File: config.mk
export PLATFORM = sky130hd
export DESIGN_NAME = neopixel_strand_controller_flat
export DESIGN_NICKNAME = d
export VERILOG_FILES = /design/src/rtl/neopixel_pkg.sv /design/src/rtl/neopixel_strand_controller_if.sv /design/src/rtl/neopixel_bit_timer.sv /design/src/rtl/neopixel_strand_controller.sv /design/src/flat_wrapper.sv
export SDC_FILE = /design/constraint.sdc
export NUM_CORES = 1
export LEC_CHECK = 0
export CAP_MARGIN = 15
export CELL_PAD_IN_SITES_DETAIL_PLACEMENT = 0
export CELL_PAD_IN_SITES_GLOBAL_PLACEMENT = 1
export CORE_UTILIZATION = 35
export CTS_CLUSTER_DIAMETER = 50
export DETAILED_ROUTE_END_ITERATION = 16
export GPL_ROUTABILITY_DRIVEN = 0
export PLACE_DENSITY_LB_ADDON = 0.3
export SYNTH_ARGS = -nofsm -noshare
export SYNTH_HDL_FRONTEND = slang
export SYNTH_SLANG_ARGS = --single-unit
File: constraint.sdc
create_clock -name clock -period 11.1 [get_ports clock]
set_input_delay 1.11 -clock clock [delete_from_list [all_inputs] [get_ports clock]]
set_output_delay 1.11 -clock clock [all_outputs]
set_load 0.05 [all_outputs]
File: src/rtl/neopixel_pkg.sv
// Shared timing defaults and FSM state encoding for the NeoPixel strand controller.
package neopixel_pkg;

    localparam int DEF_NUM_PIXELS = 8;
    localparam int DEF_T0H        = 18;
    localparam int DEF_T0L        = 40;
    localparam int DEF_T1H        = 35;
    localparam int DEF_T1L        = 30;
    localparam int DEF_TRESET     = 2500;

    typedef enum logic [1:0] {
        IDLE,
        BIT_HIGH,
        BIT_LOW,
        LATCH
    } state_t;

    function automatic int max_of(input int a, input int b);
        return (a > b) ? a : b;
    endfunction

endpackage

File: src/rtl/neopixel_strand_controller_if.sv
// Host-side port bundle: pixel buffer writes, frame requests and the ready status.
interface neopixel_strand_controller_if #(
    parameter int AW = 3
);
    logic          wr_en;
    logic [AW-1:0] wr_addr;
    logic [23:0]   wr_data;
    logic          go;
    logic          continuous;
    logic          ready;

    modport master (
        output wr_en, wr_addr, wr_data, go, continuous,
        input  ready
    );

    modport slave (
        input  wr_en, wr_addr, wr_data, go, continuous,
        output ready
    );
endinterface

File: src/rtl/neopixel_bit_timer.sv
// Loadable down-counter; done is high while the count sits at zero.
module neopixel_bit_timer #(
    parameter int WIDTH = 12
) (
    input  logic             clock,
    input  logic             reset,
    input  logic             load,
    input  logic [WIDTH-1:0] load_value,
    output logic             done
);
    logic [WIDTH-1:0] count_q, count_d;

    always_comb begin
        count_d = count_q;
        if (load) begin
            count_d = load_value;
        end else if (count_q != '0) begin
            count_d = count_q - 1'b1;
        end
    end

    always_ff @(posedge clock or posedge reset) begin
        if (reset) begin
            count_q <= '0;
        end else begin
            count_q <= count_d;
        end
    end

    assign done = (count_q == '0);
endmodule

File: src/rtl/neopixel_strand_controller.sv
// WS2812-style strand driver: pixel buffer plus a bit-serial FSM that emits one
// frame (pixel 0 first, MSB first) followed by a low latch interval.
module neopixel_strand_controller
    import neopixel_pkg::*;
#(
    parameter int NUM_PIXELS = DEF_NUM_PIXELS,
    parameter int T0H        = DEF_T0H,
    parameter int T0L        = DEF_T0L,
    parameter int T1H        = DEF_T1H,
    parameter int T1L        = DEF_T1L,
    parameter int TRESET     = DEF_TRESET
) (
    input  logic                          clock,
    input  logic                          reset,
    neopixel_strand_controller_if.slave   host,
    output logic                          neopixel_data
);
    localparam int AW    = (NUM_PIXELS > 1) ? $clog2(NUM_PIXELS) : 1;
    localparam int T_MAX = max_of(TRESET, max_of(max_of(T0H, T0L), max_of(T1H, T1L)));
    localparam int TW    = $clog2(T_MAX + 1);

    localparam logic [AW:0]   NP        = (AW+1)'(NUM_PIXELS);
    localparam logic [AW-1:0] LAST_PIX  = AW'(NUM_PIXELS - 1);
    // Timer is loaded with duration-1 so each state lasts exactly the duration.
    localparam logic [TW-1:0] LD_T0H    = TW'(T0H - 1);
    localparam logic [TW-1:0] LD_T0L    = TW'(T0L - 1);
    localparam logic [TW-1:0] LD_T1H    = TW'(T1H - 1);
    localparam logic [TW-1:0] LD_T1L    = TW'(T1L - 1);
    localparam logic [TW-1:0] LD_TRESET = TW'(TRESET - 1);

    state_t        state_q, state_d;
    logic          ready_q, ready_d;
    logic          init_q, init_d;
    logic          data_q, data_d;
    logic [23:0]   shift_q, shift_d;
    logic [4:0]    bit_idx_q, bit_idx_d;
    logic [AW-1:0] pix_idx_q, pix_idx_d;

    logic [23:0]   pix_buf [NUM_PIXELS];
    logic          write_ok, start, last_bit, timer_load, timer_done;
    logic [TW-1:0] timer_value;
    logic [AW-1:0] next_pix;
    logic [23:0]   word0, next_word;

    assign write_ok  = host.wr_en && ready_q && ({1'b0, host.wr_addr} < NP);
    // A write landing on the start edge must already drive the first bit.
    assign word0     = (write_ok && (host.wr_addr == '0)) ? host.wr_data : pix_buf[0];
    assign next_pix  = pix_idx_q + 1'b1;
    assign next_word = ({1'b0, next_pix} < NP) ? pix_buf[next_pix] : '0;
    assign start     = (state_q == IDLE) &&
                       (init_q || (ready_q && (host.go || host.continuous)));
    assign last_bit  = (bit_idx_q == 5'd23) && (pix_idx_q == LAST_PIX);

    always_ff @(posedge clock or posedge reset) begin
        if (reset) begin
            for (int i = 0; i < NUM_PIXELS; i++) begin
                pix_buf[i] <= '0;
            end
        end else if (write_ok) begin
            pix_buf[host.wr_addr] <= host.wr_data;
        end
    end

    always_comb begin
        state_d     = state_q;
        ready_d     = ready_q;
        init_d      = init_q;
        data_d      = data_q;
        shift_d     = shift_q;
        bit_idx_d   = bit_idx_q;
        pix_idx_d   = pix_idx_q;
        timer_load  = 1'b0;
        timer_value = '0;
        case (state_q)
            IDLE: begin
                if (start) begin
                    state_d     = BIT_HIGH;
                    ready_d     = 1'b0;
                    init_d      = 1'b0;
                    data_d      = 1'b1;
                    shift_d     = word0;
                    bit_idx_d   = '0;
                    pix_idx_d   = '0;
                    timer_load  = 1'b1;
                    timer_value = word0[23] ? LD_T1H : LD_T0H;
                end
            end
            BIT_HIGH: begin
                if (timer_done) begin
                    state_d     = BIT_LOW;
                    data_d      = 1'b0;
                    timer_load  = 1'b1;
                    timer_value = shift_q[23] ? LD_T1L : LD_T0L;
                end
            end
            BIT_LOW: begin
                if (timer_done) begin
                    if (last_bit) begin
                        state_d     = LATCH;
                        bit_idx_d   = '0;
                        pix_idx_d   = '0;
                        timer_load  = 1'b1;
                        timer_value = LD_TRESET;
                    end else begin
                        if (bit_idx_q == 5'd23) begin
                            shift_d   = next_word;
                            bit_idx_d = '0;
                            pix_idx_d = next_pix;
                        end else begin
                            shift_d   = {shift_q[22:0], 1'b0};
                            bit_idx_d = bit_idx_q + 5'd1;
                        end
                        state_d     = BIT_HIGH;
                        data_d      = 1'b1;
                        timer_load  = 1'b1;
                        timer_value = shift_d[23] ? LD_T1H : LD_T0H;
                    end
                end
            end
            LATCH: begin
                if (timer_done) begin
                    state_d = IDLE;
                    ready_d = 1'b1;
                end
            end
            default: state_d = IDLE;
        endcase
    end

    // init_q forces the all-zero frame that follows every reset release.
    always_ff @(posedge clock or posedge reset) begin
        if (reset) begin
            state_q   <= IDLE;
            ready_q   <= 1'b0;
            init_q    <= 1'b1;
            data_q    <= 1'b0;
            shift_q   <= '0;
            bit_idx_q <= '0;
            pix_idx_q <= '0;
        end else begin
            state_q   <= state_d;
            ready_q   <= ready_d;
            init_q    <= init_d;
            data_q    <= data_d;
            shift_q   <= shift_d;
            bit_idx_q <= bit_idx_d;
            pix_idx_q <= pix_idx_d;
        end
    end

    neopixel_bit_timer #(
        .WIDTH(TW)
    ) u_bit_timer (
        .clock      (clock),
        .reset      (reset),
        .load       (timer_load),
        .load_value (timer_value),
        .done       (timer_done)
    );

    assign neopixel_data = data_q;
    assign host.ready    = ready_q;
endmodule
File: src/flat_wrapper.sv
// flat-port wrapper written by rule: the top's interface ports become plain ports
module neopixel_strand_controller_flat import neopixel_pkg::*;
#(
    parameter int NUM_PIXELS = DEF_NUM_PIXELS,
    parameter int T0H        = DEF_T0H,
    parameter int T0L        = DEF_T0L,
    parameter int T1H        = DEF_T1H,
    parameter int T1L        = DEF_T1L,
    parameter int TRESET     = DEF_TRESET
)
  (clock, reset, neopixel_data, host_wr_en, host_wr_addr, host_wr_data, host_go, host_continuous, host_ready);
  neopixel_strand_controller_if host_i ();
  input  logic clock;
  input  logic reset;
  output logic neopixel_data;
  input wire logic [$bits(host_i.wr_en)-1:0] host_wr_en;
  input wire logic [$bits(host_i.wr_addr)-1:0] host_wr_addr;
  input wire logic [$bits(host_i.wr_data)-1:0] host_wr_data;
  input wire logic [$bits(host_i.go)-1:0] host_go;
  input wire logic [$bits(host_i.continuous)-1:0] host_continuous;
  output wire logic [$bits(host_i.ready)-1:0] host_ready;
  assign host_i.wr_en = host_wr_en;
  assign host_i.wr_addr = host_wr_addr;
  assign host_i.wr_data = host_wr_data;
  assign host_i.go = host_go;
  assign host_i.continuous = host_continuous;
  assign host_ready = host_i.ready;
  neopixel_strand_controller #(.NUM_PIXELS(NUM_PIXELS), .T0H(T0H), .T0L(T0L), .T1H(T1H), .T1L(T1L), .TRESET(TRESET)) u_core (.clock(clock), .reset(reset), .host(host_i), .neopixel_data(neopixel_data));
endmodule
==> impl_results.md <==
* Status: complete, no violations
* Final Hold Fails at 0
* Via count at 6912
* DP Area at 0.0121 mm^2
* TritonCTS Buffers at 30
* H-Tree Depth at 1
* Crit Reg-Reg Endpoint: u_core.u_bit_timer.count_q[0]
* Int Pwr at 2670 uW
* CTS tree: done
* Least-Margin Pin Slew at approximately 1.1 ns
* Fin crit period at approximately 3.3 ns
* Post-CTS Setup Bufs at 0
* Post-synthesis cell area at roughly 0.011 mm^2
* Ranking of synthesized cells by area: dfrtp_1 (53%), mux2_2 (19%), mux4_2 (9.6%)
* Seq/Total Area, Yosys at 53.3%
* Sequential group share of total power at between 30% and 40%
* WS Path Type: in -> async
* Final Cell Area at around 0.013 mm^2
* Min-delay src: u_core.shift_q[13]
* Largest area contributor in the netlist: dfrtp_1
* # DRC at 0
* Clock Path Buffers at 3
* # clock sinks at 241
* CP required at 11.66 ns
* Reg clk slew, reported paths at 0.05 ns
* Cell mode on critical path: buf_4
* FF-to-FF setup slack at about 8 ns
* Crit path cell chain: clkdlybuf4s50_1, inv_8, buf_4, buf_4
* Skew-Pair Late Insertion Delay at roughly 0.55 ns
* Hold Path Sink: u_core.shift_q[13]
* Fillers at 2962
* Most frequent cell after synthesis: dfrtp_1
* Wire per inst at 19.6 um
* Area delta synth->final at 16.1%
* Layout cell share with drive strength beyond 1 at between 30% and 40%
* Crit path largest cell delay at just under 0.9 ns
* Vias per cell at 5.38
* Crit. End Element: async pin
* Largest net degree at the start of global routing at 111
* Clock skew at 0.0149 ns
* Final hold slack at ~0.48 ns
* Fin crit share at between 20 and 30%
* Worst Path Arrival at 3.89 ns
* Final setup vio count at 0
* Share of total power in combinational logic at 33.1%
* Crit path max fanout at 110
* Total track usage at 16.0%
* Die Y at 182 um
* EDFF count, synth at 0
* Antenna violations before repair at 0
* Synth warnings at 0
* Die Area at 0.0330 mm^2
* Ports at 34
* First-pass GRT wire length at 42000 um
* Inserted Diodes at 0
* Setup ws final at slightly below 8 ns
* Syn Nets at 878
* Clk root buf: clkbuf_16
* Final wirelength at 25100 um
* Rows at 65
* Synth Area per Inst at 13.5 um^2
* CTS resizes at 0
* R2R depth at 7
* Maxcap violations at 0
* Hold crit path type: reg -> reg
* Flop and latch count out of synthesis at about 240
* Critical path's slowest cell: buf_4
* Final net count at between 900 and 1000
* Dpl ws at 7.02 ns
* Power Total at 3840 uW
* Relative slew slack at 27.0%
* Cts hold-fix bufs at 0
* Lkg Pwr at 0.00575 uW
* Initial Util at 35.7%
* Cells after Synth at between 800 and 900
* Synth unique cells at 53
* DRT iter0 DRCs at 385
* PortBufs at 33
* Startpoint types: primary input
* GRT overflow at 0
* Die width at 182 um
* Clk pwr share at 27.1%
* ANT nets after route at 0
* Sw Ratio at 30.4%
* Maximum VDD drop at 171 uV
* Final Slew Violations at 0
* RSZ-0062 raised after global routing: false
* Yosys top cell area share at 53.1%
* Pwr per Cell Area at approximately 290 mW/mm^2
* Hold path depth at 2
* Setup TNS at 0 ns
* Max Clk Rate at 0.300 GHz
* FFs w/ async S/R, synth at 100%
* Number of global-route vias before repair at 7391
* Most frequent cells after synthesis: dfrtp_1 (240), mux2_2 (192), nor2_1 (54)
* Top FF cell, synth: dfrtp_1
* HPWL after DPL at ~14000 um
* Crit Reg-Reg Startpoint: u_core.pix_idx_q[0]
* Core area at 0.0316 mm^2
* Switching pwr at 1170 uW
* Initial DRT Pass Iterations at 5
metal layers:
metal | track usage [%] | wire (um) | share of wire, %
met3 | 2.07 | 822 | 3.3
met1 | 23.0 | 12000 | 48
met4 | 3.46 | 461 | 1.8
met2 | 26.0 | 11900 | 47
met5 | 0 | 0 | 0
power by group through the flow:
stage	clock network (uW)	logic [uW]	registers (uW)
after floorplan	0	1050	1480
final	1040	1270	1530
after detailed placement	0	1290	1540
after global placement	0	1280	1530
after CTS	1070	1300	1530
after global routing	1100	1420	1590
stage by stage:
step	instances	util [%]
after floorplan	836	-
after global placement	1230	38.1
after detailed placement	1230	38.1
after CTS	1285	41.5
after global routing	1285	41.5
final	1285	41.5
cell usage in the layout, fill, tap and decap left out, types with 11 or more instances in the layout:
cell type | synthesis | layout
a21oi_1 | 19 | 19
clkbuf_16 | 0 | 30
clkdlybuf4s50_1 | 0 | 33
dfrtp_1 | 240 | 239
mux2_2 | 192 | 192
mux4_2 | 48 | 48
nand2_1 | 42 | 42
nand3_1 | 11 | 11
nor2_1 | 54 | 48
o21a_1 | 20 | 20
o21ai_0 | 18 | 18
o22ai_1 | 21 | 21
o31ai_1 | 22 | 22
cells by family (layout without fill, tap and decap cells):
family	after synthesis	count (layout)	share of synthesized area, %
compound gates	117	117	6.79
xor+xnor	8	8	0.620
fa+ha+maj	10	10	1.11
buf+inv	61	108	2.33
flops	241	241	53.3
mux	246	246	29.2
simple gates	153	153	6.59
flip-flops by register name, summed over array words and instances (netlist names):
name,flops
u_core.bit_idx_q,5
u_core.host.ready,1
u_core.init_q,1
u_core.neopixel_data,1
u_core.pix_buf,192
u_core.pix_idx_q,3
u_core.shift_q,24
u_core.state_q,2
u_core.u_bit_timer.count_q,12
cell type report:
class	instances	area (um^2)	area share [%]
Timing Repair Buffer	41	390	2.97
Tap cell	402	503	3.83
Clock buffer	43	870	6.62
Clock inverter	12	208	1.58
Multi-Input combinational cell	534	5070	38.6
Inverter	12	52.6	0.400
Sequential cell	241	6030	46.0
worst max-delay path, delay by kind of cell:
family                 cells  cell delay (ns)
buffers and inverters      4             2.59
worst max path at each step:
stage,startpoint,end,cells past startpoint
floorplan,reset,u_core.bit_idx_q[0],1
global placement,reset,u_core.pix_idx_q[0],4
global route,reset,u_core.pix_idx_q[0],4
CTS,reset,u_core.pix_idx_q[0],4
detailed placement,reset,u_core.pix_idx_q[0],4
finish,reset,u_core.pix_idx_q[0],4
(Power assumes the default switching activity.)
